[src/rtl/i2c_arbiter_if.sv]
// Requester-side and driver-side signals of the two-port I2C arbiter.
// Handshake: a requester raises reqN with its fields stable and holds them
// until doneN pulses for one cycle (errN is valid only alongside doneN);
// toward the driver, i2c_exec is a one-cycle trigger with the i2c_* fields
// valid in that cycle, and i2c_done is a one-cycle completion with i2c_data_r.
interface i2c_arbiter_if;
  logic        req0, req1;
  logic [15:0] addr0, addr1;
  logic [7:0]  wdata0, wdata1;
  logic        rh_wl0, rh_wl1;
  logic        bit_ctrl0, bit_ctrl1;
  logic        done0, done1;
  logic        err0, err1;
  logic [7:0]  rdata0, rdata1;
  logic        busy;
  logic        i2c_exec;
  logic [15:0] i2c_addr;
  logic [7:0]  i2c_data_w;
  logic        i2c_rh_wl;
  logic        i2c_bit_ctrl;
  logic        i2c_done;
  logic [7:0]  i2c_data_r;

  // Arbiter view: serves the requesters, drives the I2C driver.
  modport master (
    input  req0, req1, addr0, addr1, wdata0, wdata1,
    input  rh_wl0, rh_wl1, bit_ctrl0, bit_ctrl1,
    output done0, done1, err0, err1, rdata0, rdata1, busy,
    output i2c_exec, i2c_addr, i2c_data_w, i2c_rh_wl, i2c_bit_ctrl,
    input  i2c_done, i2c_data_r
  );

  // Environment view: requesters plus the I2C driver.
  modport slave (
    output req0, req1, addr0, addr1, wdata0, wdata1,
    output rh_wl0, rh_wl1, bit_ctrl0, bit_ctrl1,
    input  done0, done1, err0, err1, rdata0, rdata1, busy,
    input  i2c_exec, i2c_addr, i2c_data_w, i2c_rh_wl, i2c_bit_ctrl,
    output i2c_done, i2c_data_r
  );
endinterface

[src/rtl/i2c_arbiter.sv]
// Round-robin arbiter sharing one I2C driver between two requesters.
// One transaction outstanding at a time; all outputs are registered.
module i2c_arbiter #(
  parameter logic [15:0] TIMEOUT = 16'd50000
) (
  input  logic          clk,
  input  logic          rst_n,
  i2c_arbiter_if.master bus,
  output logic [1:0]    dbg_state
);

  typedef enum logic [1:0] {
    S_IDLE    = 2'd0,
    S_ISSUE   = 2'd1,
    S_WAIT    = 2'd2,
    S_RELEASE = 2'd3
  } state_t;

  state_t      state, state_nxt;
  logic        last;
  logic        owner;
  logic [15:0] wait_cnt;
  logic        grant_valid;
  logic        grant_port;
  logic        timed_out;
  logic        finish;
  logic        exec_nxt;
  logic        busy_nxt;

  // The counter is cleared in ISSUE and counts WAIT cycles; the abort is
  // decided TIMEOUT+1 cycles into WAIT so done/err=1 lands TIMEOUT+2 cycles
  // after i2c_exec.
  assign timed_out = (wait_cnt == TIMEOUT);
  assign dbg_state = state;

  // State register.
  always_ff @(posedge clk or negedge rst_n) begin
    if (!rst_n) state <= S_IDLE;
    else        state <= state_nxt;
  end

  // Next state and round-robin grant decision.
  always_comb begin
    state_nxt   = state;
    grant_valid = 1'b0;
    grant_port  = 1'b0;
    case (state)
      S_IDLE: begin
        if (bus.req0 || bus.req1) begin
          grant_valid = 1'b1;
          if (bus.req0 && bus.req1) grant_port = ~last;
          else                      grant_port = bus.req1;
          state_nxt = S_ISSUE;
        end
      end
      S_ISSUE:   state_nxt = S_WAIT;
      S_WAIT:    if (bus.i2c_done || timed_out) state_nxt = S_RELEASE;
      S_RELEASE: state_nxt = S_IDLE;
      default:   state_nxt = S_IDLE;
    endcase
  end

  // Next values of the registered outputs; i2c_done beats the timeout.
  always_comb begin
    exec_nxt = (state_nxt == S_ISSUE);
    busy_nxt = (state_nxt != S_IDLE);
    finish   = (state == S_WAIT) && (state_nxt == S_RELEASE);
  end

  // Output, field-latch, owner and timeout-counter registers.
  always_ff @(posedge clk or negedge rst_n) begin
    if (!rst_n) begin
      bus.i2c_exec     <= 1'b0;
      bus.busy         <= 1'b0;
      bus.done0        <= 1'b0;
      bus.done1        <= 1'b0;
      bus.err0         <= 1'b0;
      bus.err1         <= 1'b0;
      bus.rdata0       <= 8'h00;
      bus.rdata1       <= 8'h00;
      bus.i2c_addr     <= 16'h0000;
      bus.i2c_data_w   <= 8'h00;
      bus.i2c_rh_wl    <= 1'b0;
      bus.i2c_bit_ctrl <= 1'b0;
      last             <= 1'b1;
      owner            <= 1'b0;
      wait_cnt         <= 16'h0000;
    end else begin
      bus.i2c_exec <= exec_nxt;
      bus.busy     <= busy_nxt;
      bus.done0    <= finish && (owner == 1'b0);
      bus.done1    <= finish && (owner == 1'b1);
      bus.err0     <= finish && (owner == 1'b0) && !bus.i2c_done;
      bus.err1     <= finish && (owner == 1'b1) && !bus.i2c_done;
      if (grant_valid) begin
        owner <= grant_port;
        last  <= grant_port;
        if (grant_port) begin
          bus.i2c_addr     <= bus.addr1;
          bus.i2c_data_w   <= bus.wdata1;
          bus.i2c_rh_wl    <= bus.rh_wl1;
          bus.i2c_bit_ctrl <= bus.bit_ctrl1;
        end else begin
          bus.i2c_addr     <= bus.addr0;
          bus.i2c_data_w   <= bus.wdata0;
          bus.i2c_rh_wl    <= bus.rh_wl0;
          bus.i2c_bit_ctrl <= bus.bit_ctrl0;
        end
      end
      if (state == S_ISSUE)     wait_cnt <= 16'h0000;
      else if (state == S_WAIT) wait_cnt <= wait_cnt + 16'd1;
      if (finish && bus.i2c_done && bus.i2c_rh_wl) begin
        if (owner) bus.rdata1 <= bus.i2c_data_r;
        else       bus.rdata0 <= bus.i2c_data_r;
      end
    end
  end

endmodule

[src/flat_wrapper.sv]
// flat-port wrapper written by rule: the top's interface ports become plain ports
module i2c_arbiter_flat 
#(
  parameter logic [15:0] TIMEOUT = 16'd50000
)
  (clk, rst_n, dbg_state, bus_req0, bus_req1, bus_addr0, bus_addr1, bus_wdata0, bus_wdata1, bus_rh_wl0, bus_rh_wl1, bus_bit_ctrl0, bus_bit_ctrl1, bus_done0, bus_done1, bus_err0, bus_err1, bus_rdata0, bus_rdata1, bus_busy, bus_i2c_exec, bus_i2c_addr, bus_i2c_data_w, bus_i2c_rh_wl, bus_i2c_bit_ctrl, bus_i2c_done, bus_i2c_data_r);
  i2c_arbiter_if bus_i ();
  input  logic clk;
  input  logic rst_n;
  output logic [1:0] dbg_state;
  input wire logic [$bits(bus_i.req0)-1:0] bus_req0;
  input wire logic [$bits(bus_i.req1)-1:0] bus_req1;
  input wire logic [$bits(bus_i.addr0)-1:0] bus_addr0;
  input wire logic [$bits(bus_i.addr1)-1:0] bus_addr1;
  input wire logic [$bits(bus_i.wdata0)-1:0] bus_wdata0;
  input wire logic [$bits(bus_i.wdata1)-1:0] bus_wdata1;
  input wire logic [$bits(bus_i.rh_wl0)-1:0] bus_rh_wl0;
  input wire logic [$bits(bus_i.rh_wl1)-1:0] bus_rh_wl1;
  input wire logic [$bits(bus_i.bit_ctrl0)-1:0] bus_bit_ctrl0;
  input wire logic [$bits(bus_i.bit_ctrl1)-1:0] bus_bit_ctrl1;
  output wire logic [$bits(bus_i.done0)-1:0] bus_done0;
  output wire logic [$bits(bus_i.done1)-1:0] bus_done1;
  output wire logic [$bits(bus_i.err0)-1:0] bus_err0;
  output wire logic [$bits(bus_i.err1)-1:0] bus_err1;
  output wire logic [$bits(bus_i.rdata0)-1:0] bus_rdata0;
  output wire logic [$bits(bus_i.rdata1)-1:0] bus_rdata1;
  output wire logic [$bits(bus_i.busy)-1:0] bus_busy;
  output wire logic [$bits(bus_i.i2c_exec)-1:0] bus_i2c_exec;
  output wire logic [$bits(bus_i.i2c_addr)-1:0] bus_i2c_addr;
  output wire logic [$bits(bus_i.i2c_data_w)-1:0] bus_i2c_data_w;
  output wire logic [$bits(bus_i.i2c_rh_wl)-1:0] bus_i2c_rh_wl;
  output wire logic [$bits(bus_i.i2c_bit_ctrl)-1:0] bus_i2c_bit_ctrl;
  input wire logic [$bits(bus_i.i2c_done)-1:0] bus_i2c_done;
  input wire logic [$bits(bus_i.i2c_data_r)-1:0] bus_i2c_data_r;
  assign bus_i.req0 = bus_req0;
  assign bus_i.req1 = bus_req1;
  assign bus_i.addr0 = bus_addr0;
  assign bus_i.addr1 = bus_addr1;
  assign bus_i.wdata0 = bus_wdata0;
  assign bus_i.wdata1 = bus_wdata1;
  assign bus_i.rh_wl0 = bus_rh_wl0;
  assign bus_i.rh_wl1 = bus_rh_wl1;
  assign bus_i.bit_ctrl0 = bus_bit_ctrl0;
  assign bus_i.bit_ctrl1 = bus_bit_ctrl1;
  assign bus_done0 = bus_i.done0;
  assign bus_done1 = bus_i.done1;
  assign bus_err0 = bus_i.err0;
  assign bus_err1 = bus_i.err1;
  assign bus_rdata0 = bus_i.rdata0;
  assign bus_rdata1 = bus_i.rdata1;
  assign bus_busy = bus_i.busy;
  assign bus_i2c_exec = bus_i.i2c_exec;
  assign bus_i2c_addr = bus_i.i2c_addr;
  assign bus_i2c_data_w = bus_i.i2c_data_w;
  assign bus_i2c_rh_wl = bus_i.i2c_rh_wl;
  assign bus_i2c_bit_ctrl = bus_i.i2c_bit_ctrl;
  assign bus_i.i2c_done = bus_i2c_done;
  assign bus_i.i2c_data_r = bus_i2c_data_r;
  i2c_arbiter #(.TIMEOUT(TIMEOUT)) u_core (.clk(clk), .rst_n(rst_n), .bus(bus_i), .dbg_state(dbg_state));
endmodule
[config.mk]
export PLATFORM = sky130hd
export DESIGN_NAME = i2c_arbiter_flat
export DESIGN_NICKNAME = d
export VERILOG_FILES = /design/src/rtl/i2c_arbiter_if.sv /design/src/rtl/i2c_arbiter.sv /design/src/flat_wrapper.sv
export SDC_FILE = /design/constraint.sdc
export NUM_CORES = 1
export LEC_CHECK = 0
export CORE_MARGIN = 2
export CORE_UTILIZATION = 45
export CTS_CLUSTER_SIZE = 14
export DETAILED_ROUTE_END_ITERATION = 6
export PLACE_DENSITY_LB_ADDON = 0.15
export SYNTH_ARGS = -nofsm -noshare
export SYNTH_HDL_FRONTEND = slang
export SYNTH_SLANG_ARGS = --single-unit
[constraint.sdc]
create_clock -name clk -period 2.7 [get_ports clk]
set_input_delay 0.27 -clock clk [delete_from_list [all_inputs] [get_ports clk]]
set_output_delay 0.27 -clock clk [all_outputs]
set_load 0.005 [all_outputs]
==> results.toml <==
[setup_path]
worstSetupEndpointType = "register"
required_ns = 2.92
crit_arrival_ns = 2.38
path_class = "register to register"
cp-startpoint = "u_core.dbg_state[0]"
cp_max_fo = 8
worstReg2RegStart = "u_core.dbg_state[0]"
ff2ff_path_depth = 5
startpoint_type = "register"

[global_route]
grt.total_usage = 0.201
grt_pass1_wl_um = 13300
grt_start_max_net_pins = 69
antenna_found_initial = 0
overflow = 0
first_global_vias = 2708

[sta]
hold_viol_final = 0
drv_slew = 0
finClkSkew_ns = 0.0101
clock.fmax_mhz = 463
rsz0062_at_grt = "false"
slew_headroom = 0.613
setup_viol = 0
timing.final.ws_setup_ns = 0.538
tightest_slew_ns = 0.576
timing.final.crit_share = 0.801
fin_crit_ns = 2.16
tns_ns = 0

[hold_path]
min_path_type = "primary input to asynchronous set/reset pin"

[detailed_routing]
via_count = 2794
drtIter0Drc = 108
wl_per_cell_um = 14.9
route.detailed.drc = 0
viasPerCell = 5.27
ant_nets = 0
drtPass1Iterations = 4
totalWireLength_um = 7910

[power_and_ir_drop]
power_mw = 4.61
peakVddDrop_mv = 0.387
p_leak_nw = 1.89
power_density_mw_per_mm2 = 970

[yosys]
yosysTopAreaCell = "dfrtp_1"
syn_inst = 318
yosysMostFrequentCell = "dfrtp_1"
synth_seq_cells = 68
syn-cell-area_mm2 = 0.00333
synth_top_area_share = 0.504
async_flop_share = 1.00
ys.flop_type = "dfrtp_1"
synth_warnings = 0
ys_seq_area_frac = 0.512
synthTopCellsByCount = "67 x dfrtp_1, 31 x o21ai_0, 29 x nor2_1, 26 x a31oi_1, 26 x or3b_2"
syn_avg_cell_area_um2 = 10.5
syn_nets = 389
ys_types = 42
synth-edff-count = 0
yosys-top-cells-area = "dfrtp_1 50%, or3b_2 6.8%, a31oi_1 4.9%"

[cts]
ctsResizeCount = 0
cts_setup_buffers = 0
clock-sinks = 68
path_clk_slew_ns = 0.08
clk_latency_ns = 0.34
ctsLongestPathBuffers = 2
htree_levels = 3
cts_made_buffers = 9
cts_tree = "built"
cts-root-buf = "clkbuf_8"
cts_hold_buf = 1

[final_layout]
layout-drive-gt1-share = 0.158
final_util = 0.659
nets = 497
fin_cells = 530
n_antenna_cell = 0
syn2layout_area_growth_pct = 42.8

[placed_design]
dp.cells = 513
portBuffers = 114
gp_congestion = 0.788
hpwl_um = 5390
dp_slack_ns = 0.545

[floorplan]
die_area_mm2 = 0.00810
die_w_um = 90
initial_core_util = 0.461
die_height_um = 90
placementRows = 31
core_area_mm2 = 0.00721
io_pins = 115

[outcome]
outcome = "complete, no violations"

[job]
drv_cap = 0
[final timing paths]
path	end	slack [ns]
worst max register to register	u_core.bus.rdata0[6]	0.54
min in group clk	u_core.last	0.49
worst min-delay path	u_core.wait_cnt[8]	0.48
max in group asynchronous	u_core.last	1.89
worst max-delay path	u_core.bus.rdata0[6]	0.54
worst min register to register	u_core.last	0.49
[power by group]
part,total (mW),switching [mW],internal [mW]
Sequential,1.69,0.256,1.43
Combinational,2.08,0.902,1.18
Clock,0.840,0.409,0.431
[worst max-delay path, stage by stage (launching register included)]
cell	delay (ns)
dfrtp_1	0.44
inv_1	0.13
ha_1	0.23
or4b_4	0.52
and3_1	0.37
mux2_4	0.36
[layout by cell type (no fill, tap or decap), types with 2 or more instances in the layout]
cell type and count:
clkbuf_8 9, or3b_2 26, nand3_1 4, a21oi_1 9, a2111oi_0 2, nand2b_1 4
clkinv_2 2, clkdlybuf4s50_1 113, mux2_2 8, nor3_1 2, or4_1 4, nor2b_1 2
inv_1 9, nor4_1 6, o22ai_1 2, mux2i_1 5, nand4_1 8, ha_1 6
inv_6 2, or3_1 3, o31ai_1 4, buf_4 4, nor2_1 29, and2_1 2
o21a_1 3, o21ai_0 31, a31oi_1 26, mux2_4 8, dfrtp_1 67, nand2_1 10
[sequential cells by signal, summed over array words and instances (netlist names)]
name,count
u_core.bus.i2c_bit_ctrl,1
u_core.bus.err0,1
u_core.bus.rdata1,8
u_core.bus.rdata0,8
u_core.bus.i2c_addr,16
u_core.owner,1
u_core.bus.done1,1
u_core.bus.i2c_exec,1
u_core.bus.busy,1
u_core.wait_cnt,16
u_core.bus.i2c_rh_wl,1
u_core.bus.i2c_data_w,8
u_core.last,1
u_core.dbg_state,2
u_core.bus.done0,1
u_core.bus.err1,1
[through the flow]
stage | hold slack (ns) | area [µm²]
final | 0.482 | 4750
after global placement | 0.323 | 4540
after CTS | 0.482 | 4750
after floorplan | -0.0256 | 3330
after global routing | 0.494 | 4750
after detailed placement | 0.324 | 4540
[cell families after synthesis]
family / count (synthesis) / synth area share
AO/OA/AOI/OAI: 80 / 0.141
XOR/XNOR: 2 / 0.00526
adder cells (fa/ha/maj): 6 / 0.0226
buffers and inverters: 32 / 0.0383
flip-flops: 68 / 0.512
multiplexers: 21 / 0.0782
AND/OR/NAND/NOR: 109 / 0.203
[layout make-up]
type	instances	area [µm²]
multi-input combinational	218	1500
clock inverter	7	73.8
tap	99	124
inverter	9	33.8
sequential	68	1700
timing repair buffer	120	1200
fill	581	2460
clock buffer	9	124
[layer usage]
| layer | global-route usage | up-vias | share of wire |
|---|---|---|---|
| li1 | - | 1382 | - |
| met1 | 0.263 | 1319 | 0.45 |
| met2 | 0.311 | 82 | 0.45 |
| met3 | 0.0780 | 11 | 0.082 |
| met4 | 0.0628 | 0 | 0.015 |
| met5 | 0 | - | 0 |
(Power assumes the default switching activity.)
